File: config.mk
export PLATFORM = sky130hd
export DESIGN_NAME = alu_issue_stage_flat
export DESIGN_NICKNAME = d
export VERILOG_FILES = /design/src/rtl/alu_issue_if.sv /design/src/rtl/alu_issue_stage.sv /design/src/flat_wrapper.sv
export SDC_FILE = /design/constraint.sdc
export NUM_CORES = 1
export LEC_CHECK = 0
export BUFFER_PORTS_ARGS = -buffer_cell sky130_fd_sc_hd__buf_4
export CAP_MARGIN = 15
export CORE_MARGIN = 2
export CORE_UTILIZATION = 40
export DETAILED_ROUTE_END_ITERATION = 8
export GPL_TIMING_DRIVEN = 1
export PLACE_DENSITY = 0.65
export SKIP_CTS_REPAIR_TIMING = 1
export SLEW_MARGIN = 20
export SYNTH_ARGS = -nofsm -noshare
export SYNTH_HDL_FRONTEND = slang
export SYNTH_SLANG_ARGS = --single-unit
File: constraint.sdc
create_clock -name clk -period 1.8 [get_ports clk]
set_input_delay 0.18 -clock clk [delete_from_list [all_inputs] [get_ports clk]]
set_output_delay 0.18 -clock clk [all_outputs]
set_load 0.1 [all_outputs]
File: src/rtl/alu_issue_if.sv
// alu_issue_if
//   Bundles the upstream (instruction + operands) and downstream (decoded ALU
//   command) handshakes of the ALU issue stage, plus the illegal-op status.
//   master : the environment side (drives instructions, accepts commands)
//   slave  : the issue stage itself
//   Parameters: DW operand width, IW instruction width, CW illegal counter width.
interface alu_issue_if #(
  parameter int DW = 8,
  parameter int IW = 9,
  parameter int CW = 8
);
  logic          in_valid;
  logic          in_ready;
  logic [IW-1:0] in_instr;
  logic [DW-1:0] in_a;
  logic [DW-1:0] in_b;
  logic          out_valid;
  logic          out_ready;
  logic [1:0]    out_cls;
  logic [1:0]    out_op;
  logic          out_use_carry;
  logic [2:0]    out_shamt;
  logic [DW-1:0] out_a;
  logic [DW-1:0] out_b;
  logic          illegal_pulse;
  logic [CW-1:0] illegal_cnt;

  modport master (
    output in_valid, in_instr, in_a, in_b, out_ready,
    input  in_ready, out_valid, out_cls, out_op, out_use_carry, out_shamt,
           out_a, out_b, illegal_pulse, illegal_cnt
  );

  modport slave (
    input  in_valid, in_instr, in_a, in_b, out_ready,
    output in_ready, out_valid, out_cls, out_op, out_use_carry, out_shamt,
           out_a, out_b, illegal_pulse, illegal_cnt
  );
endinterface

File: src/rtl/alu_issue_stage.sv
// alu_issue_stage
//   Decodes one instruction per upstream handshake into an ALU command and
//   presents it, registered, on a valid/ready interface. Storage is a head
//   (output) register plus one skid register, so in_ready is a pure register
//   and never depends combinationally on out_ready. Illegal major opcodes are
//   consumed, dropped, pulsed on illegal_pulse and counted (saturating).
//   Ports:
//     clk   - clock, rising edge
//     rst_n - asynchronous active-low reset
//     bus   - alu_issue_if.slave: in_* upstream, out_* downstream, illegal_*
module alu_issue_stage #(
  parameter int DW = 8,
  parameter int IW = 9,
  parameter int CW = 8
) (
  input  logic        clk,
  input  logic        rst_n,
  alu_issue_if.slave  bus
);
  // Stored entry: {cls[1:0], op[1:0], use_carry, shamt[2:0], a, b}
  localparam int EW = 8 + 2 * DW;

  localparam logic [1:0] EMPTY = 2'd0;
  localparam logic [1:0] ONE   = 2'd1;
  localparam logic [1:0] FULL  = 2'd2;

  localparam logic [2:0] kAorC = 3'b000;
  localparam logic [2:0] kSL   = 3'b011;
  localparam logic [2:0] kSR   = 3'b100;
  localparam logic [2:0] kSRO  = 3'b101;

  logic [1:0]    state_r, stateNext_s;
  logic [EW-1:0] head_r, headNext_s;
  logic [EW-1:0] skid_r, skidNext_s;
  logic [EW-1:0] decEntry_s;
  logic [1:0]    decCls_s, decOp_s;
  logic          decUc_s, decLegal_s;
  logic [2:0]    decShamt_s;
  logic          inReady_r, outValid_r, illPulse_r;
  logic [CW-1:0] illCnt_r;
  logic          accept_s, legalAcc_s, illAcc_s, pop_s;

  // Combinational decode of the incoming instruction word.
  always_comb begin
    decLegal_s = 1'b1;
    decCls_s   = 2'd0;
    decOp_s    = 2'd0;
    decUc_s    = 1'b0;
    decShamt_s = 3'd0;
    case (bus.in_instr[IW-1:IW-3])
      kAorC: begin
        decOp_s = bus.in_instr[IW-4:IW-5];
        decUc_s = bus.in_instr[IW-6];
      end
      kSL: begin
        decCls_s   = 2'd1;
        decShamt_s = bus.in_instr[2:0];
      end
      kSR: begin
        decCls_s   = 2'd2;
        decShamt_s = bus.in_instr[2:0];
      end
      kSRO: begin
        decCls_s   = 2'd3;
        decShamt_s = bus.in_instr[2:0];
      end
      default: decLegal_s = 1'b0;
    endcase
    decEntry_s = {decCls_s, decOp_s, decUc_s, decShamt_s, bus.in_a, bus.in_b};
  end

  // An illegal word still completes its handshake; it just never enters storage.
  assign accept_s   = bus.in_valid & inReady_r;
  assign legalAcc_s = accept_s & decLegal_s;
  assign illAcc_s   = accept_s & ~decLegal_s;
  assign pop_s      = outValid_r & bus.out_ready;

  // Occupancy and head/skid data movement.
  always_comb begin
    stateNext_s = state_r;
    headNext_s  = head_r;
    skidNext_s  = skid_r;
    case (state_r)
      EMPTY: begin
        if (legalAcc_s) begin
          stateNext_s = ONE;
          headNext_s  = decEntry_s;
        end else begin
          stateNext_s = EMPTY;
        end
      end
      ONE: begin
        if (legalAcc_s && pop_s) begin
          headNext_s = decEntry_s;         // replace head, no bubble
        end else if (legalAcc_s) begin
          stateNext_s = FULL;
          skidNext_s  = decEntry_s;
        end else if (pop_s) begin
          stateNext_s = EMPTY;
        end else begin
          stateNext_s = ONE;
        end
      end
      FULL: begin
        // in_ready is low here, so only a pop can happen.
        if (pop_s) begin
          stateNext_s = ONE;
          headNext_s  = skid_r;
        end else begin
          stateNext_s = FULL;
        end
      end
      default: stateNext_s = EMPTY;
    endcase
  end

  // State, data and status registers; handshake flags precomputed from next state.
  always_ff @(posedge clk or negedge rst_n) begin
    if (!rst_n) begin
      state_r    <= EMPTY;
      head_r     <= {EW{1'b0}};
      skid_r     <= {EW{1'b0}};
      inReady_r  <= 1'b1;
      outValid_r <= 1'b0;
      illPulse_r <= 1'b0;
      illCnt_r   <= {CW{1'b0}};
    end else begin
      state_r    <= stateNext_s;
      head_r     <= headNext_s;
      skid_r     <= skidNext_s;
      inReady_r  <= (stateNext_s != FULL);
      outValid_r <= (stateNext_s != EMPTY);
      illPulse_r <= illAcc_s;
      if (illAcc_s && (illCnt_r != {CW{1'b1}})) begin
        illCnt_r <= illCnt_r + {{(CW-1){1'b0}}, 1'b1};
      end else begin
        illCnt_r <= illCnt_r;
      end
    end
  end

  assign bus.in_ready      = inReady_r;
  assign bus.out_valid     = outValid_r;
  assign bus.out_cls       = head_r[EW-1:EW-2];
  assign bus.out_op        = head_r[EW-3:EW-4];
  assign bus.out_use_carry = head_r[EW-5];
  assign bus.out_shamt     = head_r[EW-6:EW-8];
  assign bus.out_a         = head_r[2*DW-1:DW];
  assign bus.out_b         = head_r[DW-1:0];
  assign bus.illegal_pulse = illPulse_r;
  assign bus.illegal_cnt   = illCnt_r;
endmodule
File: src/flat_wrapper.sv
// flat-port wrapper written by rule: the top's interface ports become plain ports
module alu_issue_stage_flat 
#(
  parameter int DW = 8,
  parameter int IW = 9,
  parameter int CW = 8
)
  (clk, rst_n, bus_in_valid, bus_in_instr, bus_in_a, bus_in_b, bus_out_ready, bus_in_ready, bus_out_valid, bus_out_cls, bus_out_op, bus_out_use_carry, bus_out_shamt, bus_out_a, bus_out_b, bus_illegal_pulse, bus_illegal_cnt);
  alu_issue_if #(.DW(DW), .IW(IW), .CW(CW)) bus_i ();
  input  logic clk;
  input  logic rst_n;
  input wire logic [$bits(bus_i.in_valid)-1:0] bus_in_valid;
  input wire logic [$bits(bus_i.in_instr)-1:0] bus_in_instr;
  input wire logic [$bits(bus_i.in_a)-1:0] bus_in_a;
  input wire logic [$bits(bus_i.in_b)-1:0] bus_in_b;
  input wire logic [$bits(bus_i.out_ready)-1:0] bus_out_ready;
  output wire logic [$bits(bus_i.in_ready)-1:0] bus_in_ready;
  output wire logic [$bits(bus_i.out_valid)-1:0] bus_out_valid;
  output wire logic [$bits(bus_i.out_cls)-1:0] bus_out_cls;
  output wire logic [$bits(bus_i.out_op)-1:0] bus_out_op;
  output wire logic [$bits(bus_i.out_use_carry)-1:0] bus_out_use_carry;
  output wire logic [$bits(bus_i.out_shamt)-1:0] bus_out_shamt;
  output wire logic [$bits(bus_i.out_a)-1:0] bus_out_a;
  output wire logic [$bits(bus_i.out_b)-1:0] bus_out_b;
  output wire logic [$bits(bus_i.illegal_pulse)-1:0] bus_illegal_pulse;
  output wire logic [$bits(bus_i.illegal_cnt)-1:0] bus_illegal_cnt;
  assign bus_i.in_valid = bus_in_valid;
  assign bus_i.in_instr = bus_in_instr;
  assign bus_i.in_a = bus_in_a;
  assign bus_i.in_b = bus_in_b;
  assign bus_i.out_ready = bus_out_ready;
  assign bus_in_ready = bus_i.in_ready;
  assign bus_out_valid = bus_i.out_valid;
  assign bus_out_cls = bus_i.out_cls;
  assign bus_out_op = bus_i.out_op;
  assign bus_out_use_carry = bus_i.out_use_carry;
  assign bus_out_shamt = bus_i.out_shamt;
  assign bus_out_a = bus_i.out_a;
  assign bus_out_b = bus_i.out_b;
  assign bus_illegal_pulse = bus_i.illegal_pulse;
  assign bus_illegal_cnt = bus_i.illegal_cnt;
  alu_issue_stage #(.DW(DW), .IW(IW), .CW(CW)) u_core (.clk(clk), .rst_n(rst_n), .bus(bus_i));
endmodule
==> flow_metrics.env, run 1 <==
export IMPL_grt_setup_unrepaired="false"
export IMPL_clock_skew_ns=0.0116
export IMPL_synthArstFlopShare_pct=100
export IMPL_synthCells=248
export IMPL_final_antenna_net_count=0
export IMPL_timing_final_crit_share_pct=94.8
export IMPL_htree_num_levels=3
export IMPL_buffer_ports_inserted=63
export IMPL_timing_critical_path_fanout_max=6
export IMPL_dpl_worst_slack_ns=0.0502
export IMPL_start_kind="flip-flop"
export IMPL_antenna_cells=0
export IMPL_status="finished, final reports clean"
export IMPL_insertion_delay_ns=0.33
export IMPL_netlist_top_cells_area="dfrtp_1 55%, mux2_2 17%, nand2_1 10%"
export IMPL_synth_seq_area_share_pct=55.6
export IMPL_synth_enable_flop_cells=0
export IMPL_detail_route_iter0_violations=78
export IMPL_postSynthAreaPerCell_um2=11.1
export IMPL_numCtsBuffers=9
export IMPL_tritoncts="done"
export IMPL_finalMaxSlewViolations=0
export IMPL_clock_sinks=61
export IMPL_grt_util_met3_pct=3.98
export IMPL_netlist_area_leader_share_pct=54.6
export IMPL_end_kind="flip-flop"
export IMPL_synth_largest_area_cell="dfrtp_1"
export IMPL_clock_tree_root_cell="clkbuf_8"
export IMPL_pin_count_of_the_biggest_net_entering_global_routing=40
export IMPL_clock_tree_buffer_depth=2
export IMPL_ys_top_cells_by_count="76 x nand2_1, 60 x dfrtp_1, 42 x mux2_2"
export IMPL_global_route_peak_usage_layer="met2"
export IMPL_track_usage_pct=16.6
export IMPL_drc_errors=0
export IMPL_die_x_um=86.9
export IMPL_global_route_usage_met2_pct=24.9
export IMPL_setup_violations_final=0
export IMPL_layout_cell_share_with_drive_strength_beyond_1_pct=45.6
export IMPL_post_synth_instance_area_mm2=0.00275
export IMPL_maximum_operating_frequency_mhz=586
export IMPL_cts_reportedPaths_clkPinSlew_ns=0.07
export IMPL_die_area_mm2=0.00755
export IMPL_worst_hold_path_type="primary input to flip-flop"
export IMPL_critPathArrivalTime_ns=1.91
export IMPL_library_cells_used_by_synthesis=33
export IMPL_tightest_slew_ns=0.495
export IMPL_syn2layout_area_growth_pct=30.8
export IMPL_yosys_register_bits=61
export IMPL_gp_routability_congestion=0.747
export IMPL_layout_nets=352
export IMPL_via_count_of_the_first_global_routing_pass=1974
export IMPL_post_route_worst_setup_slack_ns=0.0944
export IMPL_grt_util_met1_pct=21.9
export IMPL_floorplan_core_area_mm2=0.00672
export IMPL_worst_case_headroom_to_the_max_slew_limit_pct=67.0
export IMPL_postRouteWirelength_um=5600
export IMPL_synth_most_common_cell="nand2_1"
export IMPL_critical_path_required_ns=2.01
export IMPL_design_portCount=64
export IMPL_ff2ff_path_depth=4
export IMPL_report_final_hold_viol_count=0
export IMPL_nFillCells=632
export IMPL_layout_min_cycle_time_ns=1.71
export IMPL_grt_antenna_before_repair=0
export IMPL_synthesis_yosys_warnings=0
export IMPL_vias=1993
export IMPL_drt_pass1_iter_count=4
export IMPL_grt_remaining_overflow=0
export IMPL_synthFlopType="dfrtp_1"
export IMPL_placedCellCount=390
export IMPL_place_hpwl_um=3890
export IMPL_wl_per_cell_um=13.8
export IMPL_dieHeight_um=86.9
export IMPL_hold_depth=2
export IMPL_rows=30
export IMPL_synthesis_nets=278
export IMPL_drv_max_cap_violation_count=0
export IMPL_fin_util_pct=53.5
export IMPL_criticalPathCategory="flip-flop to flip-flop"
export IMPL_setup_tns_ns=0
export IMPL_first_pass_grt_wire_length_um=9590
export IMPL_finalNonFillerCells=407
export IMPL_initial_util_pct=40.9
export IMPL_route_detailed_vias_per_inst=4.90
-- final timing paths --
check                                           from                        end  slack [ns]
max                        u_core.bus.illegal_cnt[5]  u_core.bus.illegal_cnt[1]        0.09
min                                      bus_in_a[6]          u_core.skid_r[14]        0.09
max reg2reg                u_core.bus.illegal_cnt[5]  u_core.bus.illegal_cnt[1]        0.09
min reg2reg                        u_core.skid_r[23]          u_core.skid_r[23]        0.48
max in group asynchronous                      rst_n           u_core.head_r[8]        0.87
min in group asynchronous                      rst_n           u_core.head_r[5]        0.35
-- critical path, cell delays in order (launching register included) --
cell and delay (ns):
dfrtp_4 0.50, and4_1 0.23, and4_1 0.23, nor3_4 0.26, mux2_2 0.38
-- registers in the layout (all words and copies together), names as in the netlist --
name	count
u_core.bus.in_ready	1
u_core.bus.illegal_pulse	1
u_core.skid_r	24
u_core.bus.illegal_cnt	8
u_core.bus.out_valid	1
u_core.state_r	2
u_core.head_r	24
-- cell type report --
cell class | instances | area (um^2) | share of cell area [%]
sequential | 61 | 1550 | 43.2
multi-input combinational | 176 | 1190 | 33.2
timing repair buffer | 74 | 571 | 15.9
clock buffer | 12 | 155 | 4.32
tap | 80 | 100 | 2.79
clock inverter | 4 | 22.5 | 0.627
-- metrics by stage --
step	cell area [um^2]	hold slack (ns)
4_1_cts	3580	-0.173
6_report	3590	0.0893
2_1_floorplan	2800	-0.116
3_5_place_dp	3410	0.192
3_3_place_gp	3410	0.192
5_1_grt	3590	0.0771
-- metal layers --
| metal | routed length [um] | share of wire [%] |
|---|---|---|
| met1 | 2510 | 45 |
| met2 | 2670 | 48 |
| met3 | 266 | 4.8 |
| met4 | 144 | 2.6 |
| met5 | 0 | 0 |
-- cell usage in the layout (no fill, tap or decap), types with 2 or more instances in the layout --
| cell | Yosys | final |
|---|---|---|
| nand2b_1 | 2 | 2 |
| and4_1 | 3 | 3 |
| nor2_1 | 2 | 2 |
| o21ai_0 | 17 | 17 |
| xnor2_1 | 4 | 4 |
| buf_4 | 0 | 72 |
| dfrtp_2 | 0 | 5 |
| nand2_1 | 76 | 76 |
| nor2b_2 | 1 | 2 |
| nand4_1 | 2 | 2 |
| clkinv_2 | 0 | 3 |
| dfrtp_1 | 60 | 51 |
| mux2_2 | 42 | 42 |
| and3_1 | 3 | 3 |
| a21oi_1 | 2 | 2 |
| xor2_1 | 2 | 2 |
| dfrtp_4 | 0 | 4 |
| clkbuf_8 | 0 | 11 |
| nand3_1 | 3 | 3 |
-- kinds of logic after synthesis --
kind of cell	after synthesis	share of synthesized area, %
compound gates	24	5.33
xor+xnor	7	2.50
fa+ha+maj	1	0.455
buf+inv	11	2.14
flops	61	55.6
mux	44	18.0
simple gates	100	16.0
Power of run 1 is left out: the tool's default activity adds up to more than one toggle a clock period on the data nets, which glitch-free logic cannot reach.
==> inputs of run 2 (changes only) <==
--- a/config.mk
+++ b/config.mk
@@ -12,6 +12,7 @@
 export DETAILED_ROUTE_END_ITERATION = 8
 export GPL_TIMING_DRIVEN = 1
 export PLACE_DENSITY = 0.65
+export SETUP_SLACK_MARGIN = 0.4
 export SKIP_CTS_REPAIR_TIMING = 1
 export SLEW_MARGIN = 20
 export SYNTH_ARGS = -nofsm -noshare
==> flow_metrics.env, run 2 (synthesized netlist as in run 1, its figures left out) <==
export IMPL_status="finished, final reports clean"
export IMPL_finalMaxSlewViolations=0
export IMPL_detail_route_iter0_violations=60
export IMPL_floorplan_core_area_mm2=0.00672
export IMPL_clock_sinks=61
export IMPL_final_cell_mix="77 x buf_4, 75 x nand2_1, 51 x dfrtp_1"
export IMPL_timing_final_crit_share_pct=92.8
export IMPL_tightest_slew_ns=0.538
export IMPL_critical_path_required_ns=2.02
export IMPL_worst_path_max_delay_cell="dfrtp_4"
export IMPL_worst_case_headroom_to_the_max_slew_limit_pct=64.1
export IMPL_layout_cell_share_with_drive_strength_beyond_1_pct=48.0
export IMPL_design_portCount=64
export IMPL_path_common_cell="and4_4"
export IMPL_tritoncts="done"
export IMPL_critical_path_top_delay_family="simple AND/OR/NAND/NOR gates"
export IMPL_clock_skew_ns=0.00652
export IMPL_cts_reportedPaths_clkPinSlew_ns=0.07
export IMPL_first_pass_grt_wire_length_um=8990
export IMPL_gp_routability_congestion=0.777
export IMPL_ff2ff_path_depth=4
export IMPL_nFillCells=588
export IMPL_dieHeight_um=86.9
export IMPL_layout_nets=358
export IMPL_setup_violations_final=0
export IMPL_place_hpwl_um=3790
export IMPL_drc_errors=0
export IMPL_critPathMaxStageDelay_ns=0.50
export IMPL_criticalPathCategory="flip-flop to flip-flop"
export IMPL_final_antenna_net_count=0
export IMPL_maximum_operating_frequency_mhz=599
export IMPL_route_detailed_vias_per_inst=4.88
export IMPL_layout_min_cycle_time_ns=1.67
export IMPL_cp_cell_sequence="and4_4, and4_4, nor3_4, mux2_4"
export IMPL_cp_depth=4
export IMPL_fin_worst_hold_slack_ns=0.0911
export IMPL_die_x_um=86.9
export IMPL_pin_count_of_the_biggest_net_entering_global_routing=42
export IMPL_vias=2016
export IMPL_start_kind="flip-flop"
export IMPL_clock_tree_root_cell="clkbuf_8"
export IMPL_timing_critical_path_fanout_max=6
export IMPL_mostFrequentLayoutCell="buf_4"
export IMPL_htree_num_levels=3
export IMPL_drv_max_cap_violation_count=0
export IMPL_critPathArrivalTime_ns=1.89
export IMPL_clock_tree_buffer_depth=2
export IMPL_wl_per_cell_um=13.9
export IMPL_hold_depth=2
export IMPL_insertion_delay_ns=0.33
export IMPL_via_count_of_the_first_global_routing_pass=1853
export IMPL_buffer_ports_inserted=63
export IMPL_antenna_cells=0
export IMPL_die_area_mm2=0.00755
export IMPL_grt_antenna_before_repair=0
export IMPL_syn2layout_area_growth_pct=35.0
export IMPL_drt_pass1_iter_count=4
export IMPL_initial_util_pct=40.9
export IMPL_grt_remaining_overflow=0
export IMPL_report_final_hold_viol_count=0
export IMPL_numCtsBuffers=9
export IMPL_postRouteWirelength_um=5740
export IMPL_worst_hold_path_type="primary input to flip-flop"
export IMPL_grt_setup_unrepaired="true"
export IMPL_rows=30
export IMPL_crit_buf_inv=0
export IMPL_track_usage_pct=15.6
export IMPL_end_kind="flip-flop"
==> run 2: changes by cell type in the layout (fill, tap and decap cells not counted), moves of 2 or more <==
| cell | delta |
|---|---|
| dfrtp_4 | +3 |
| buf_4 | +5 |
| and4_1 | -2 |
| dfrtp_2 | -3 |
| and4_4 | +2 |
==> run 2: area by class of cell <==
type / count / area (um^2) / share of cell area, %
sequential: 61 / 1560 / 42.1
multi-input combinational: 176 / 1230 / 33.1
timing repair buffer: 80 / 628 / 16.9
clock buffer: 12 / 145 / 3.91
tap: 80 / 100 / 2.70
clock inverter: 4 / 47.5 / 1.28
==> run 2: per-stage QoR <==
stage	setup slack, ns	TNS (ns)	std cells	util, %	cell area, um^2
global placement	0.107	0	387	50.9	3420
finish	0.130	0	413	55.2	3710
floorplan	-0.0614	-1.81	248	-	2830
global route	0.0839	0	413	55.2	3710
detailed placement	0.0789	0	387	50.9	3420
CTS	0.139	0	403	53.8	3610
==> run 2: path summary, 6_finish.rpt <==
path	slack (ns)	end	start
hold reg to reg	0.48	u_core.skid_r[22]	u_core.skid_r[22]
hold / removal	0.09	u_core.skid_r[9]	bus_in_a[1]
min in group asynchronous	0.37	u_core.head_r[5]	rst_n
setup reg to reg	0.13	u_core.bus.illegal_cnt[1]	u_core.bus.illegal_cnt[2]
setup / recovery	0.13	u_core.bus.illegal_cnt[1]	u_core.bus.illegal_cnt[2]
max in group asynchronous	0.83	u_core.head_r[10]	rst_n
==> run 2: worst register-to-register path, cell delays in order, from the launching register on <==
cell	delay [ns]
dfrtp_4	0.50
and4_4	0.21
and4_4	0.19
nor3_4	0.33
mux2_4	0.33
==> run 2: layer usage <==
metal | up-vias | track usage, % | routed length (um)
li1 | 999 | - | -
met1 | 963 | 21.1 | 2620
met3 | 9 | 3.32 | 243
met2 | 45 | 24.3 | 2780
met5 | - | 0 | 0
met4 | 0 | 6.82 | 94
Power of run 2 is left out for the same reason.
==> inputs of run 3 (changes only) <==
--- a/config.mk
+++ b/config.mk
@@ -7,11 +7,12 @@
 export LEC_CHECK = 0
 export BUFFER_PORTS_ARGS = -buffer_cell sky130_fd_sc_hd__buf_4
 export CAP_MARGIN = 15
+export CORE_ASPECT_RATIO = 0.8
 export CORE_MARGIN = 2
 export CORE_UTILIZATION = 40
 export DETAILED_ROUTE_END_ITERATION = 8
 export GPL_TIMING_DRIVEN = 1
-export PLACE_DENSITY = 0.65
+export PLACE_DENSITY = 0.62
 export SETUP_SLACK_MARGIN = 0.4
 export SKIP_CTS_REPAIR_TIMING = 1
 export SLEW_MARGIN = 20
==> constraint.sdc (replaced) <==
create_clock -name clk -period 1.6 [get_ports clk]
set_input_delay 0.16 -clock clk [delete_from_list [all_inputs] [get_ports clk]]
set_output_delay 0.16 -clock clk [all_outputs]
set_load 0.1 [all_outputs]
==> flow_metrics.env, run 3 (synthesized netlist as in run 1, its figures left out) <==
export IMPL_status="finished with violations"
export IMPL_violations="setup timing"
export IMPL_clock_skew_ns=0.00683
export IMPL_setup_violations_final=37
export IMPL_dieHeight_um=78.1
export IMPL_dr_wl_met3_um=347
export IMPL_crit_buf_inv=1
export IMPL_grt_setup_unrepaired="true"
export IMPL_first_pass_grt_wire_length_um=10200
export IMPL_layout_cell_share_with_drive_strength_beyond_1_pct=50.3
export IMPL_pin_count_of_the_biggest_net_entering_global_routing=39
export IMPL_r2r_setup_slack_ns=-0.04
export IMPL_criticalPathCategory="flip-flop to flip-flop"
export IMPL_maximum_operating_frequency_mhz=609
export IMPL_finalMaxSlewViolations=0
export IMPL_mostFrequentLayoutCell="nand2_1"
export IMPL_cts_reportedPaths_clkPinSlew_ns=0.07
export IMPL_grt_remaining_overflow=0
export IMPL_met2RoutedLength_um=2740
export IMPL_tritoncts="done"
export IMPL_ff2ff_path_depth=4
export IMPL_timing_critical_path_fanout_max=19
export IMPL_vias=2094
export IMPL_end_kind="flip-flop"
export IMPL_clock_tree_root_cell="clkbuf_8"
export IMPL_rows=26
export IMPL_top_signal_layer_used="met4"
export IMPL_report_final_hold_viol_count=0
export IMPL_worstReg2RegStart="u_core.bus.in_ready"
export IMPL_track_usage_pct=16.9
export IMPL_gp_routability_congestion=0.744
export IMPL_drv_max_cap_violation_count=0
export IMPL_dpl_worst_slack_ns=-0.0885
export IMPL_die_area_mm2=0.00755
export IMPL_critical_path_required_ns=1.82
export IMPL_crit_path_capture="u_core.head_r[12]"
export IMPL_worst_hold_path_type="primary input to flip-flop"
export IMPL_routedLengthMet1_um=2970
export IMPL_critPathMaxStageDelay_ns=0.64
export IMPL_buffer_ports_inserted=63
export IMPL_design_portCount=64
export IMPL_syn2layout_area_growth_pct=46.5
export IMPL_crit_reg2reg_capture="u_core.head_r[12]"
export IMPL_via_count_of_the_first_global_routing_pass=2087
export IMPL_final_antenna_net_count=0
export IMPL_htree_num_levels=3
export IMPL_numCtsBuffers=9
export IMPL_critPathArrivalTime_ns=1.86
export IMPL_crit_path_start="u_core.bus.in_ready"
export IMPL_worst_case_headroom_to_the_max_slew_limit_pct=66.3
export IMPL_layout_min_cycle_time_ns=1.64
export IMPL_drt_pass1_iter_count=4
export IMPL_grt_antenna_before_repair=0
export IMPL_timing_final_crit_share_pct=103
export IMPL_drc_errors=0
export IMPL_post_route_worst_setup_slack_ns=-0.0418
export IMPL_postRouteWirelength_um=6110
export IMPL_place_hpwl_um=4190
export IMPL_die_x_um=96.7
export IMPL_detail_route_iter0_violations=124
export IMPL_tightest_slew_ns=0.505
export IMPL_route_detailed_vias_per_inst=4.87
export IMPL_cp_depth=4
export IMPL_start_kind="flip-flop"
export IMPL_initial_util_pct=42.2
export IMPL_layout_nets=371
export IMPL_worst_path_max_delay_cell="dfstp_4"
export IMPL_cp_cell_sequence="nand3_4, o31ai_4, buf_12, mux2_2"
export IMPL_clock_sinks=61
export IMPL_wl_per_cell_um=14.2
export IMPL_clock_tree_buffer_depth=2
export IMPL_antenna_cells=0
export IMPL_critical_path_top_delay_family="flip-flops"
export IMPL_final_cell_mix="76 x nand2_1, 64 x buf_4, 50 x dfrtp_1"
export IMPL_insertion_delay_ns=0.34
export IMPL_floorplan_core_area_mm2=0.00651
[run 3: worst min-delay path by stage]
stage | end | cells after the start | startpoint
2_1_floorplan | u_core.bus.illegal_cnt[6] | 0 | rst_n
3_3_place_gp | u_core.skid_r[18] | 1 | rst_n
3_5_place_dp | u_core.skid_r[22] | 1 | rst_n
4_1_cts | u_core.skid_r[22] | 1 | rst_n
5_1_grt | u_core.skid_r[2] | 2 | bus_in_b[2]
6_report | u_core.skid_r[8] | 2 | bus_in_a[0]
[run 3: through the flow]
| stage | cells | instance area, um^2 | utilization [%] | hold slack (ns) | TNS, ns |
|---|---|---|---|---|---|
| 6_report | 430 | 4030 | 61.9 | 0.0609 | -0.765 |
| 5_1_grt | 430 | 4030 | 61.9 | 0.0389 | -3.40 |
| 4_1_cts | 424 | 3790 | 58.3 | -0.205 | -1.60 |
| 3_5_place_dp | 408 | 3570 | 54.8 | 0.168 | -2.34 |
| 3_3_place_gp | 408 | 3570 | 54.8 | 0.167 | -1.26 |
| 2_1_floorplan | 248 | 2830 | - | -0.136 | -10.72 |
[run 3: area by class of cell]
| cell class | count | area [um^2] |
|---|---|---|
| multi-input cells | 176 | 1230 |
| repair buffers | 93 | 901 |
| clock inverters | 4 | 70.1 |
| flip-flops and latches | 61 | 1560 |
| well taps | 84 | 105 |
| fillers | 536 | 2480 |
| clock buffers | 12 | 155 |
[run 3: layer usage]
metal / vias up / track usage, %
li1: 1029 / -
met1: 1008 / 22.7
met2: 48 / 25.5
met3: 9 / 6.68
met4: 0 / 4.65
met5: - / 0
Power of run 3 is left out for the same reason.
